## src/rtl/mc_ctrl_pkg.sv

```systemverilog
// Shared types and constants for the multi-cycle MIPS control unit.
// Optional macro MC_CTRL_ILLEGAL_TRAP_EN adds the terminal TRAP state.
package mc_ctrl_pkg;

    typedef enum logic [3:0] {
        ST_FETCH,
        ST_DECODE,
        ST_EX_R,
        ST_EX_I,
        ST_MEM_ADDR,
        ST_MEM_RD,
        ST_MEM_WR,
        ST_WB_R,
        ST_WB_I,
        ST_WB_MEM,
        ST_BRANCH,
        ST_JUMP
`ifdef MC_CTRL_ILLEGAL_TRAP_EN
        , ST_TRAP
`endif
    } state_t;

    // Where DECODE sends an instruction it does not recognise
`ifdef MC_CTRL_ILLEGAL_TRAP_EN
    localparam state_t ST_ILLEGAL = ST_TRAP;
`else
    localparam state_t ST_ILLEGAL = ST_FETCH;
`endif

    localparam logic [5:0] OP_RTYPE = 6'h00;
    localparam logic [5:0] OP_ADDI  = 6'h08;
    localparam logic [5:0] OP_LW    = 6'h23;
    localparam logic [5:0] OP_SW    = 6'h2B;
    localparam logic [5:0] OP_BEQ   = 6'h04;
    localparam logic [5:0] OP_J     = 6'h02;

    localparam logic [5:0] FN_ADD = 6'h20;
    localparam logic [5:0] FN_SUB = 6'h22;
    localparam logic [5:0] FN_AND = 6'h24;
    localparam logic [5:0] FN_OR  = 6'h25;
    localparam logic [5:0] FN_SLT = 6'h2A;

    localparam logic [2:0] ALU_ADD = 3'b010;
    localparam logic [2:0] ALU_SUB = 3'b110;
    localparam logic [2:0] ALU_AND = 3'b000;
    localparam logic [2:0] ALU_OR  = 3'b001;
    localparam logic [2:0] ALU_SLT = 3'b111;

    localparam logic [1:0] SB_RT     = 2'd0;
    localparam logic [1:0] SB_FOUR   = 2'd1;
    localparam logic [1:0] SB_IMM    = 2'd2;
    localparam logic [1:0] SB_IMM_X4 = 2'd3;

    typedef struct packed {
        logic       mem_req;
        logic       mem_we;
        logic       mem_addr_sel;
        logic       alu_src_a;
        logic [1:0] alu_src_b;
        logic [2:0] alu_ctrl;
        logic       reg_write;
        logic       reg_dst;
        logic       mem_to_reg;
    } ctrl_t;

    // Word-aligned, sign-extended branch displacement
    function automatic logic [31:0] branch_offset(input logic [15:0] imm);
        return {{14{imm[15]}}, imm, 2'b00};
    endfunction

    // Strobe set for a state; r_alu is the funct-derived ALU op for R-type
    function automatic ctrl_t state_ctrl(input state_t st, input logic [2:0] r_alu);
        ctrl_t c;
        c = '0;
        case (st)
            ST_FETCH:    c.mem_req = 1'b1;
            ST_EX_R: begin
                c.alu_src_a = 1'b1;
                c.alu_src_b = SB_RT;
                c.alu_ctrl  = r_alu;
            end
            ST_EX_I, ST_MEM_ADDR: begin
                c.alu_src_a = 1'b1;
                c.alu_src_b = SB_IMM;
                c.alu_ctrl  = ALU_ADD;
            end
            ST_MEM_RD: begin
                c.mem_req      = 1'b1;
                c.mem_addr_sel = 1'b1;
            end
            ST_MEM_WR: begin
                c.mem_req      = 1'b1;
                c.mem_addr_sel = 1'b1;
                c.mem_we       = 1'b1;
            end
            ST_WB_R: begin
                c.reg_write = 1'b1;
                c.reg_dst   = 1'b1;
            end
            ST_WB_I:     c.reg_write = 1'b1;
            ST_WB_MEM: begin
                c.reg_write  = 1'b1;
                c.mem_to_reg = 1'b1;
            end
            ST_BRANCH: begin
                c.alu_src_a = 1'b1;
                c.alu_src_b = SB_RT;
                c.alu_ctrl  = ALU_SUB;
            end
            default:     c = '0;
        endcase
        return c;
    endfunction

endpackage

```

## src/rtl/mc_alu_ctrl_dec.sv

```systemverilog
// R-type funct decoder: ALU operation plus a legality flag.
// Unaffected by MC_CTRL_ILLEGAL_TRAP_EN.
module mc_alu_ctrl_dec
    import mc_ctrl_pkg::*;
(
    input  logic [5:0] funct,
    output logic [2:0] alu_ctrl,
    output logic       legal
);

    // Map the supported functs; anything else is flagged illegal
    always_comb begin
        alu_ctrl = ALU_AND;
        legal    = 1'b0;
        case (funct)
            FN_ADD: begin alu_ctrl = ALU_ADD; legal = 1'b1; end
            FN_SUB: begin alu_ctrl = ALU_SUB; legal = 1'b1; end
            FN_AND: begin alu_ctrl = ALU_AND; legal = 1'b1; end
            FN_OR:  begin alu_ctrl = ALU_OR;  legal = 1'b1; end
            FN_SLT: begin alu_ctrl = ALU_SLT; legal = 1'b1; end
            default: begin alu_ctrl = ALU_AND; legal = 1'b0; end
        endcase
    end

endmodule

```

## src/rtl/mc_ctrl_unit.sv

```systemverilog
// Multi-cycle control unit: owns PC and IR, sequences fetch through
// writeback and drives all datapath strobes as registered outputs.
// Define MC_CTRL_ILLEGAL_TRAP_EN to make illegal instructions trap.
module mc_ctrl_unit
    import mc_ctrl_pkg::*;
#(
    parameter logic [31:0] RESET_PC = 32'h0000_0000
) (
    input  logic        clk,
    input  logic        rst_n,
    output logic        mem_req,
    output logic        mem_we,
    output logic        mem_addr_sel,
    input  logic        mem_ack,
    input  logic [31:0] mem_rdata,
    output logic [31:0] instr,
    output logic [31:0] pc,
    input  logic        alu_zero,
    output logic        alu_src_a,
    output logic [1:0]  alu_src_b,
    output logic [2:0]  alu_ctrl,
    output logic        reg_write,
    output logic        reg_dst,
    output logic        mem_to_reg,
    output logic        trap
);

    state_t      state;
    state_t      nxt_state;
    logic [31:0] nxt_pc;
    logic [31:0] nxt_ir;
    logic [2:0]  r_alu;
    logic        r_legal;
    logic [5:0]  opcode;
    ctrl_t       ctrl;

    assign opcode = instr[31:26];

    mc_alu_ctrl_dec u_alu_dec (
        .funct    (instr[5:0]),
        .alu_ctrl (r_alu),
        .legal    (r_legal)
    );

    // Next state, PC and IR from the current state, IR and memory handshake
    always_comb begin
        nxt_state = state;
        nxt_pc    = pc;
        nxt_ir    = instr;
        case (state)
            ST_FETCH: begin
                if (mem_ack) begin
                    nxt_ir    = mem_rdata;
                    nxt_pc    = pc + 32'd4;
                    nxt_state = ST_DECODE;
                end
            end
            ST_DECODE: begin
                case (opcode)
                    OP_RTYPE:     nxt_state = r_legal ? ST_EX_R : ST_ILLEGAL;
                    OP_ADDI:      nxt_state = ST_EX_I;
                    OP_LW, OP_SW: nxt_state = ST_MEM_ADDR;
                    OP_BEQ:       nxt_state = ST_BRANCH;
                    OP_J:         nxt_state = ST_JUMP;
                    default:      nxt_state = ST_ILLEGAL;
                endcase
            end
            ST_EX_R:     nxt_state = ST_WB_R;
            ST_EX_I:     nxt_state = ST_WB_I;
            ST_MEM_ADDR: nxt_state = (opcode == OP_SW) ? ST_MEM_WR : ST_MEM_RD;
            ST_MEM_RD:   if (mem_ack) nxt_state = ST_WB_MEM;
            ST_MEM_WR:   if (mem_ack) nxt_state = ST_FETCH;
            ST_WB_R, ST_WB_I, ST_WB_MEM: nxt_state = ST_FETCH;
            ST_BRANCH: begin
                if (alu_zero) nxt_pc = pc + branch_offset(instr[15:0]);
                nxt_state = ST_FETCH;
            end
            ST_JUMP: begin
                nxt_pc    = {pc[31:28], instr[25:0], 2'b00};
                nxt_state = ST_FETCH;
            end
`ifdef MC_CTRL_ILLEGAL_TRAP_EN
            ST_TRAP:     nxt_state = ST_TRAP;
`endif
            default:     nxt_state = ST_FETCH;
        endcase
    end

    // State, PC, IR and the strobes for the state being entered
    always_ff @(posedge clk or negedge rst_n) begin
        if (!rst_n) begin
            state <= ST_FETCH;
            pc    <= RESET_PC;
            instr <= '0;
            ctrl  <= state_ctrl(ST_FETCH, ALU_ADD);
`ifdef MC_CTRL_ILLEGAL_TRAP_EN
            trap  <= 1'b0;
`endif
        end else begin
            state <= nxt_state;
            pc    <= nxt_pc;
            instr <= nxt_ir;
            ctrl  <= state_ctrl(nxt_state, r_alu);
`ifdef MC_CTRL_ILLEGAL_TRAP_EN
            trap  <= (nxt_state == ST_TRAP);
`endif
        end
    end

`ifndef MC_CTRL_ILLEGAL_TRAP_EN
    assign trap = 1'b0;
`endif

    assign mem_req      = ctrl.mem_req;
    assign mem_we       = ctrl.mem_we;
    assign mem_addr_sel = ctrl.mem_addr_sel;
    assign alu_src_a    = ctrl.alu_src_a;
    assign alu_src_b    = ctrl.alu_src_b;
    assign alu_ctrl     = ctrl.alu_ctrl;
    assign reg_write    = ctrl.reg_write;
    assign reg_dst      = ctrl.reg_dst;
    assign mem_to_reg   = ctrl.mem_to_reg;

endmodule

```

## config.mk

```make
export PLATFORM = sky130hd
export DESIGN_NAME = mc_ctrl_unit
export DESIGN_NICKNAME = d
export VERILOG_FILES = /design/src/rtl/mc_ctrl_pkg.sv /design/src/rtl/mc_alu_ctrl_dec.sv /design/src/rtl/mc_ctrl_unit.sv
export SDC_FILE = /design/constraint.sdc
export NUM_CORES = 1
export LEC_CHECK = 0
export ABC_CLOCK_PERIOD_IN_PS = 3600
export CAP_MARGIN = 20
export CORE_ASPECT_RATIO = 1.75
export CORE_MARGIN = 10
export CORE_UTILIZATION = 45
export CTS_BUF_LIST = sky130_fd_sc_hd__clkbuf_2
export DETAILED_ROUTE_END_ITERATION = 10
export GPL_TIMING_DRIVEN = 0
export HOLD_SLACK_MARGIN = 0.08
export MAX_ROUTING_LAYER = met4
export PLACE_DENSITY = 0.81
export SLEW_MARGIN = 20
export SYNTH_ARGS = -nofsm -noshare
export SYNTH_HDL_FRONTEND = slang
export SYNTH_SLANG_ARGS = --single-unit
```

## constraint.sdc

```tcl
create_clock -name clk -period 3.6 [get_ports clk]
set_clock_uncertainty 0.1 [all_clocks]
set_input_delay 0.54 -clock clk [delete_from_list [all_inputs] [get_ports clk]]
set_output_delay 0.54 -clock clk [all_outputs]
set_load 0.02 [all_outputs]
```

Yosys cells after proc, flatten, opt, wreduce, memory -nomap -nowiden

Cells that the tools add are included.

Register bits: 80
Output and inout bits: 77

$add $sub $neg: 2
Equal/unequal tests: 29
Mux-type cells: 19
Bitwise gates (word level): 1
Reduce and logical (&&, ||, !) cells: 14

Operator list:

| cell                  | number |
|---|---|
| $pmux 32 s3           | 1 |
| $mux 32               | 2 |
| $eq 6x6->1 const B    | 7 |
| $add 32x3->32 const B | 1 |
| $add 32x32->32        | 1 |
| $eq 4x3->1 const B    | 7 |
| $pmux 4 s7            | 1 |
| $eq 4x4->1 const B    | 5 |
| $pmux 4 s5            | 1 |
| $pmux 6 s3            | 1 |
| $eq 4x2->1 const B    | 4 |
| $mux 4                | 3 |
| $pmux 3 s4            | 1 |
| $logic_not 4->1       | 2 |
| $mux 1                | 7 |
| $eq 6x2->1 const B    | 1 |
| $eq 6x3->1 const B    | 1 |
| $eq 6x4->1 const B    | 1 |
| $logic_not 6->1       | 1 |
| $reduce_or 2->1       | 3 |
| $reduce_or 3->1       | 2 |
| $reduce_or 5->1       | 1 |
| $eq 4x1->1 const B    | 1 |
| $mux 2                | 2 |
| 7 further kinds       | 8 |

Longest topological paths before layout

Gate-level depths: netlist of the first run.

Depth after elaboration: 9
Mapped depth: 14

By module

From an unflattened synthesis of the first run, not the netlist that was laid out.

Cell total of the unflattened synthesis: 537
Area, all modules: 5028.6 sq um

Modules (own cells, without submodules):

| module          | instances | cells each | area each (sq um) | sequential area each (sq um) |
|---|---|---|---|---|
| mc_ctrl_unit    | 1         | 528        | 4957.3            | 1928.1 |
| mc_alu_ctrl_dec | 1         | 9          | 71.3              | 0.0 |

Worst setup path after synthesis of the first run

No wires, ideal clock.

Path type: flip-flop to flip-flop
Start point: register state[3]
End point: register pc[28]
Arrival: 3.207 ns
Data required time: 3.376 ns
Path slack: 0.169 ns
Cell stages (with the launch flop): 13
Path buffers: 1
Cell sequence: dfrtp_1 nand2_1 nor3_1 and2_1 clkbuf_1 ha_1 a21oi_1 nor2_1 a211oi_1 o21bai_1 a21oi_1 o31ai_1 a211o_1

Cells in the longest elaborated chain, start to end: 3
Elaborated cells on any way between the ends: 9
Those cells by class: eq/ne (4); mux (1); bitwise (1); reduce/logical (3)

RTL lines:

| item                                                 | RTL line            | RTL |
|---|---|---|
| start: declaration                                   | mc_ctrl_unit.sv:28  | `state_t state;` |
| start signal: assignment                             | mc_ctrl_unit.sv:100 | `state <= nxt_state;` |
| $eq 4x4->1 / $logic_not 4->1 (equally long branches) | mc_ctrl_unit.sv:50  | `case (state)` |
| $ne 2x2->1 (no line) (tied with other cells)         | -                   |  |
| $reduce_and 4->1 (no line)                           | -                   |  |
| end signal: assignment                               | mc_ctrl_unit.sv:101 | `pc <= nxt_pc;` |
| end: declaration                                     | mc_ctrl_unit.sv:17  | `output logic [31:0] pc,` |

Several ways; a longest one is shown, not always the timed one.
A chain may end at the register's enable or synchronous reset.

Worst setup path after layout of the first run

Start point: register state[3]
End point: register pc[20]

Cells in the longest elaborated chain, start to end: 3
Elaborated cells on any way between the ends: 8
Those cells by class: eq/ne (4); mux (1); reduce/logical (3)

RTL lines:

| item                                                             | RTL line |
|---|---|
| $eq 4x4->1 / $logic_not 4->1 (equally long branches)             | mc_ctrl_unit.sv:50 |
| $ne 2x2->1 (no line) / $reduce_bool 3->1 (equally long branches) | - |
| $reduce_and 3->1 (no line)                                       | - |

Several ways; a longest one is shown, not always the timed one.

==> summary.txt, run 1 <==
Power and ir drop
  • Maximum VDD drop: 0.5776 mV
  • Power density over the cells: between 700 and 800 nW/um^2
  • Leakage: between 2 and 3 nW
  • Pwr Total: between 4 and 5 mW

Floorplan
  • # IOs: 113
  • Core Region: 11100 sq um
  • Die height: 160.9 um
  • Starting Density: between 40% and 50%
  • DIE AREA: ~16000 sq um
  • Die W: around 100 um
  • Core Rows: a little over 50

Outcome
  • Run status: finished, final reports clean

Run
  • Max-cap violations: 0

Final layout
  • Biggest register: instr
  • Non-Filler Instances: approximately 800
  • Final nets: ~740
  • Post-route cell area: 6680 sq um
  • Biggest regs: instr x32, pc x30, state x4
  • Max reg flops: 32
  • Layout cell share with drive strength beyond 1: between 10% and 20%
  • Area growth syn-to-layout: 30.92%

Min path
  • HP Class: primary input to asynchronous set/reset pin

Worst setup path
  • Arrival @ worst endpoint: a little under 4 ns
  • Max FO, Critical Path: 6
  • Required time of the critical path: 3.97 ns
  • Critical R2R Launch: state[3]
  • CP Launch Point: state[3]
  • Critical path class: flip-flop to flip-flop
  • Crit. End Element: flip-flop
  • Startpoint Class: flip-flop

STA
  • Max Clk Rate: approximately 290 MHz
  • Fin worst setup slack: around 0.13 ns
  • Hold Violations, Final: 0
  • Min cycle time layout: roughly 3.5 ns
  • Worst Tran Pin Value: roughly 0.9 ns
  • Fin crit share: a little over nine tenths
  • Final setup violation count: 0
  • Max transition margin: between 30% and 40%
  • Hold Slack: around 0.25 ns
  • Pins Over Slew Limit: 0
  • RSZ-0062 raised after global routing: true

Routing
  • Iter 0 DRT Violations: 385
  • # DRC: 0
  • Antenna viol nets, final: 0
  • Detailed-route via count: just under 5000
  • Via/cell ratio: around 6.0
  • DRT Wirelength: roughly 17 mm
  • Drt first pass iters: 5
  • WL/cell: around 20 um

Logic synthesis
  • Share of the synthesized area in the top cell type: a little under two fifths
  • Netlist cell types: 76
  • Area of the mapped netlist: roughly 5100 sq um
  • Warnings from Yosys: 0
  • Area contributors post-synth: dfrtp_1 37%, mux2_2 7.3%, ha_1 7.1%
  • Ys flop type: dfrtp_1
  • Syn_area_per_cell: roughly 9.3 sq um
  • Mapped Cells: between 500 and 600
  • Post-synth EDFFs: 0
  • Seq/Total Area, Yosys: approximately 38%
  • Seq cells post-synth: just under 80
  • Post-synth ARST share: 100.0%
  • Largest area contributor in the netlist: dfrtp_1

Global routing
  • Largest net degree at the start of global routing: 56
  • Global-route wire length before repair: approximately 26 mm
  • Vias in the first global route: about 5000
  • Global route total overflow: 0
  • Initial antenna violation count: 1
  • Total track usage: a little over a fifth

Clock network
  • CTS tree: built
  • CTS clock-pin slew for the worst setup and hold paths: about 0.27 ns
  • Longest Clk Path Bufs: 2
  • H-tree depth: 3
  • CTS Sinks: between 70 and 80
  • Clock Latency Late Sink: between 0.5 and 0.6 ns
  • TritonCTS Buffers: 9
  • Root Buffer: clkbuf_2

Placed design
  • Placed inst area: 6385 sq um
  • Inst Count DP: just under 800
  • Dpl ws: -0.8440 ns
  • Placer Congestion: just under 1
  • Port bufs: approximately 110
  • Dpl hpwl: about 12 mm
-- cells by family (layout without fill, tap and decap cells) --
kind of cell | Yosys count | count (layout) | share of synthesized area, %
flip-flops | 77 | 77 | 37.79
AO/OA/AOI/OAI | 164 | 164 | 21.80
multiplexers | 37 | 37 | 8.068
AND/OR/NAND/NOR | 173 | 173 | 17.19
buffers and inverters | 44 | 177 | 3.923
other | 1 | 5 | 0.07349
adder cells (fa/ha/maj) | 32 | 32 | 7.896
XOR/XNOR | 19 | 19 | 3.261
-- worst max-delay path, cell delays in order, from the launching register on --
cell and delay [ns]:
dfrtp_2 0.47, nand2_2 0.09, nor3_4 0.21, buf_4 0.18
nand2b_1 0.07, ha_2 0.20, inv_1 0.09, fa_2 0.24
nor2b_4 0.05, o31a_2 0.37, o2111ai_1 0.27, o22ai_2 0.19
a22oi_1 0.44, a21oi_1 0.16, o21bai_1 0.15, a31oi_1 0.10
-- path summary, 6_finish.rpt --
kind	endpoint	slack, ns	cells after the start
setup reg to reg	pc[20]	0.13	15
setup / recovery	pc[20]	0.13	15
min in group clk	pc[31]	0.39	1
max in group asynchronous	mem_req	2.48	3
hold / removal	instr[16]	0.25	2
hold reg to reg	pc[31]	0.39	1
-- per-layer routing --
layer,GRT usage [%],up-vias,part of all wire [%]
met1,22.58,2367,38
met5,-,-,0
met2,36.24,185,53
met3,3.222,54,5.3
met4,9.677,0,3.5
li1,-,2258,-
-- metrics by stage --
step                TNS [ns]  utilization [%]
global route         -0.1025            60.16
CTS                        0            59.54
detailed placement    -7.338            57.51
finish                     0            60.16
floorplan                  0                -
global placement      -67.98            57.28
-- Yosys cell counts (all sizes together) (2+ instances only) --
master,number
a211oi,6
a21o,17
a21oi,52
a221oi,3
a22oi,4
a31oi,6
a41oi,2
and2,17
and3,11
and4,2
buf,14
clkbuf,17
dfrtp,76
ha,29
inv,13
maj3,2
mux2,33
mux2i,4
nand2,46
nand2b,6
nand3,7
nand4,7
nand4b,3
nor2,44
nor2b,4
nor3,12
nor3b,4
o2111ai,2
o211ai,3
o21a,7
o21ai,35
o21bai,3
o221ai,3
o22ai,3
o31a,2
o31ai,3
o32ai,2
or3,4
xnor2,13
xor2,6
-- timing repair --
item	4_1_cts	5_1_grt
endpoints found under the setup margin	20	9
endpoints found under the hold margin	39	0
hold buffers	1	0
resized for setup	9	7
pin swaps	2	6
buffers inserted	2	6
-- layout make-up --
class | instances | area [sq um]
inverters | 13 | 48.80
flip-flops and latches | 77 | 1929
repair buffers | 118 | 1176
plain buffers | 30 | 151.4
diodes | 1 | 2.502
clock inverters | 7 | 127.6
multi-input cells | 429 | 3034
fillers | 993 | 4423
clock buffers | 9 | 45.04
well taps | 132 | 165.2
-- where the power goes --
part / leakage (nW) / switching [mW] / internal (mW)
registers: 0.971 / 0.399 / 1.21
logic: 1.91 / 1.39 / 1.19
clock network: 0.0994 / 0.364 / 0.312
-- placed cells by master, fill, tap and decap left out, types with 3 or more instances in the layout --
cell,count
buf_4,15
conb_1,4
inv_1,13
clkbuf_2,10
xor2_1,6
and3_1,10
a31oi_1,6
o21ai_0,31
buf_1,4
o21ai_1,3
a21oi_1,51
o221ai_1,3
nand3_1,7
nor2b_1,3
nand4_1,7
or3_1,4
o21bai_1,3
mux2i_1,4
and2_1,16
dfrtp_1,75
a211oi_1,4
a22oi_1,4
nor3_1,11
o21a_1,7
nand2_1,45
nor2_1,44
a21o_1,17
nand4b_1,3
inv_6,3
xnor2_1,13
clkbuf_1,14
mux2_2,33
clkdlybuf4s50_1,107
nor3b_1,3
ha_1,28
buf_2,3
bufinv_16,3
nand2b_1,6
No activity file was read; power rests on OpenSTA's default activity.
==> run 2: changes to the inputs <==
--- a/config.mk
+++ b/config.mk
@@ -11,6 +11,7 @@
 export CORE_MARGIN = 10
 export CORE_UTILIZATION = 45
 export CTS_BUF_LIST = sky130_fd_sc_hd__clkbuf_2
+export CTS_CLUSTER_SIZE = 25
 export DETAILED_ROUTE_END_ITERATION = 10
 export GPL_TIMING_DRIVEN = 0
 export HOLD_SLACK_MARGIN = 0.08
==> results of run 2 <==
The final DEF is identical to that of run 1; final timing and power are the same.
==> run 3: changes to the inputs <==
--- a/config.mk
+++ b/config.mk
@@ -8,7 +8,6 @@
 export ABC_CLOCK_PERIOD_IN_PS = 3600
 export CAP_MARGIN = 20
 export CORE_ASPECT_RATIO = 1.75
-export CORE_MARGIN = 10
 export CORE_UTILIZATION = 45
 export CTS_BUF_LIST = sky130_fd_sc_hd__clkbuf_2
 export CTS_CLUSTER_SIZE = 25
==> constraint.sdc (replaced) <==
create_clock -name clk -period 3.6 [get_ports clk]
set_clock_uncertainty 0.1 [all_clocks]
set_input_delay 0.54 -clock clk [delete_from_list [all_inputs] [get_ports clk]]
set_output_delay 0.54 -clock clk [all_outputs]
set_load 0.01 [all_outputs]
==> summary.txt, run 3 (synthesis gave the netlist of run 1 again) <==
STA
  • Min cycle time layout: 3.463 ns (-0.01148 ns)
  • Fin crit share: 96.19% (-0.32 points)
  • Hold Violations, Final: 0 (unchanged)
  • Pins Over Slew Limit: 0 (unchanged)
  • Worst Tran Pin Value: 0.9098 ns (+0.004270 ns)
  • Final setup violation count: 0 (unchanged)
  • Max transition margin: 39.08% (-0.29 points)
  • RSZ-0062 raised after global routing: false
  • Max Clk Rate: 288.8 MHz (+0.33%)

Routing
  • Via/cell ratio: 5.955 (-0.10%)
  • Detailed-route via count: 4847 (-0.35%)
  • # DRC: 0 (unchanged)
  • DRT Wirelength: 15.11 mm (-9.2%)
  • Drt first pass iters: 5 (unchanged)
  • Antenna viol nets, final: 0 (unchanged)
  • WL/cell: 18.56 um (-9.0%)
  • Iter 0 DRT Violations: 285 (-26%)

Final layout
  • Area growth syn-to-layout: 29.40%
  • Most common cell after layout, fill and taps aside: clkdlybuf4s50_1
  • Final nets: 742 (-0.27%)
  • Biggest regs: instr x32, pc x30, state x4
  • Layout cell share with drive strength beyond 1: 13.36% (-0.55 points)
  • Biggest register: instr
  • Max reg flops: 32 (unchanged)
  • Most frequent cells in the layout: 107 x clkdlybuf4s50_1, 74 x dfrtp_1, 51 x a21oi_1
  • Non-Filler Instances: 814 (-0.25%)
  • Fillers: 1011 (+1.8%)

Floorplan
  • Die W: 82.50 um (-18%)
  • Starting Density: 45.95% (unchanged)
  • Die height: 142.9 um (-11%)
  • DIE AREA: 11790 sq um (-27%)
  • # IOs: 113 (unchanged)
  • Core Rows: 51 (unchanged)
  • Core Region: 11100 sq um (unchanged)

Power and ir drop
  • Clk pwr share: 12.0% (-1.9 points)
  • Sequential power share: 36.2% (+3.2 points)
  • Leakage: 2.945 nW (-1.3%)
  • Net Sw Frac: 42.07% (-2.2 points)
  • Switch Pwr: 1.854 mW (-14%)
  • Power density over the cells: 667.5 nW/um^2 (-8.2%)
  • Pwr Total: 4.408 mW (-9.2%)
  • Maximum VDD drop: 0.4963 mV (-14%)
  • Combinational share of power: 51.8% (-1.2 points)
  • Internal power: 2.553 mW (-5.7%)

Placed design
  • Inst Count DP: 791 (unchanged)
  • Dpl hpwl: 11.41 mm (-8.6%)
  • Port bufs: 108 (unchanged)
  • Placer Congestion: 0.9307 (-4.4%)

Clock network
  • CTS clock-pin slew for the worst setup and hold paths: 0.26 ns (about the same)
  • Longest Clk Path Bufs: 2 (unchanged)
  • H-tree depth: 3 (unchanged)
  • Root Buffer: clkbuf_2
  • CTS tree: built
  • Clock Latency Late Sink: 0.57 ns (-0.02 ns)
  • TritonCTS Buffers: 9 (unchanged)
  • CTS Sinks: 77 (unchanged)

Global routing
  • Total track usage: 27.87% (+7.0 points)
  • Initial antenna violation count: 1 (unchanged)
  • Global-route wire length before repair: 23.98 mm (-9.3%)
  • Largest net degree at the start of global routing: 52 (-7.1%)
  • Vias in the first global route: 4861 (-2.5%)
  • Global route total overflow: 0 (unchanged)

Worst setup path
  • Crit. End Element: flip-flop
  • Max FO, Critical Path: 6 (unchanged)
  • Critical path class: flip-flop to flip-flop
  • Startpoint Class: flip-flop
  • Arrival @ worst endpoint: 3.83 ns (-0.02 ns)
  • Required time of the critical path: 3.96 ns (about the same)

Run
  • Max-cap violations: 0 (unchanged)

Min path
  • HP Class: primary input to asynchronous set/reset pin

Outcome
  • Run status: finished, final reports clean
[run 3: cell types whose count changed in the layout (fill, tap and decap cells not counted), sizes merged]
cell / previous run / this run
buf: 24 / 23
clkinvlp: 0 / 1
bufinv: 3 / 1
clkbuf: 25 / 24
clkinv: 0 / 1
[run 3: area by class of cell]
type | count | area, sq um | share of cell area (%)
Clock inverter | 7 | 80.08 | 1.213
Buffer | 30 | 151.4 | 2.293
Clock buffer | 9 | 45.04 | 0.6822
Sequential cell | 77 | 1931 | 29.24
Tap cell | 132 | 165.2 | 2.501
Antenna cell | 1 | 2.502 | 0.03790
Multi-Input combinational cell | 429 | 3018 | 45.71
Inverter | 13 | 48.80 | 0.7391
Timing Repair Buffer | 116 | 1161 | 17.59
[run 3: stage by stage]
stage | hold WS [ns] | setup slack [ns] | area (sq um) | utilization, % | setup TNS, ns
2_1_floorplan | 0.1444 | 0.1692 | 5114 | - | 0
3_3_place_gp | 0.3864 | -0.8212 | 6360 | 57.28 | -66.97
3_5_place_dp | 0.3849 | -0.8195 | 6385 | 57.51 | -6.090
4_1_cts | 0.2685 | 0.09163 | 6561 | 59.09 | 0
5_1_grt | 0.2761 | 0.0005147 | 6603 | 59.47 | 0
6_report | 0.2772 | 0.1373 | 6603 | 59.47 | 0
[run 3: metal layers]
| metal | global-route usage (%) | up-vias | part of all wire, % |
|---|---|---|---|
| li1 | - | 2257 | - |
| met1 | 29.45 | 2326 | 36 |
| met2 | 49.06 | 212 | 55 |
| met3 | 3.770 | 52 | 4.9 |
| met4 | 14.34 | 0 | 3.9 |
| met5 | - | - | 0 |
[run 3: worst paths after layout]
| path | start | end | cells past startpoint | slack [ns] |
|---|---|---|---|---|
| worst max register to register | state[3] | pc[30] | 16 | 0.14 |
| worst max-delay path | state[3] | pc[30] | 16 | 0.14 |
| min in group clk | pc[31] | pc[31] | 1 | 0.42 |
| max in group asynchronous | rst_n | instr[25] | 3 | 2.50 |
| worst min register to register | pc[31] | pc[31] | 1 | 0.42 |
| worst min-delay path | rst_n | instr[8] | 2 | 0.28 |
[run 3: power by group through the flow]
stage | Clock (mW) | Combinational (mW) | Sequential [mW]
floorplan | 0 | 1.11 | 1.64
global placement | 0 | 2.19 | 1.61
detailed placement | 0 | 2.26 | 1.61
CTS | 0.545 | 2.27 | 1.60
global route | 0.562 | 2.47 | 1.65
finish | 0.527 | 2.28 | 1.60
[run 3: repair_timing]
action,in CTS,in global routing
hold endpoints to repair,32,0
pin swaps,2,2
setup endpoints to repair,19,6
hold buffers,1,0
gates resized for setup,7,5
buffers inserted,3,3
[run 3: critical path, stage by stage, from the launching register on]
cell and delay (ns):
dfrtp_2 0.46, nand2_2 0.10, nor3_4 0.06, buf_4 0.16, nand2b_1 0.07, ha_1 0.20, inv_1 0.07, fa_1 0.41
nor2b_2 0.17, o31a_2 0.19, o2111ai_1 0.15, o22ai_2 0.28, buf_4 0.18, a21oi_4 0.07, a2111oi_4 0.38, nor3_1 0.11
o31ai_1 0.21
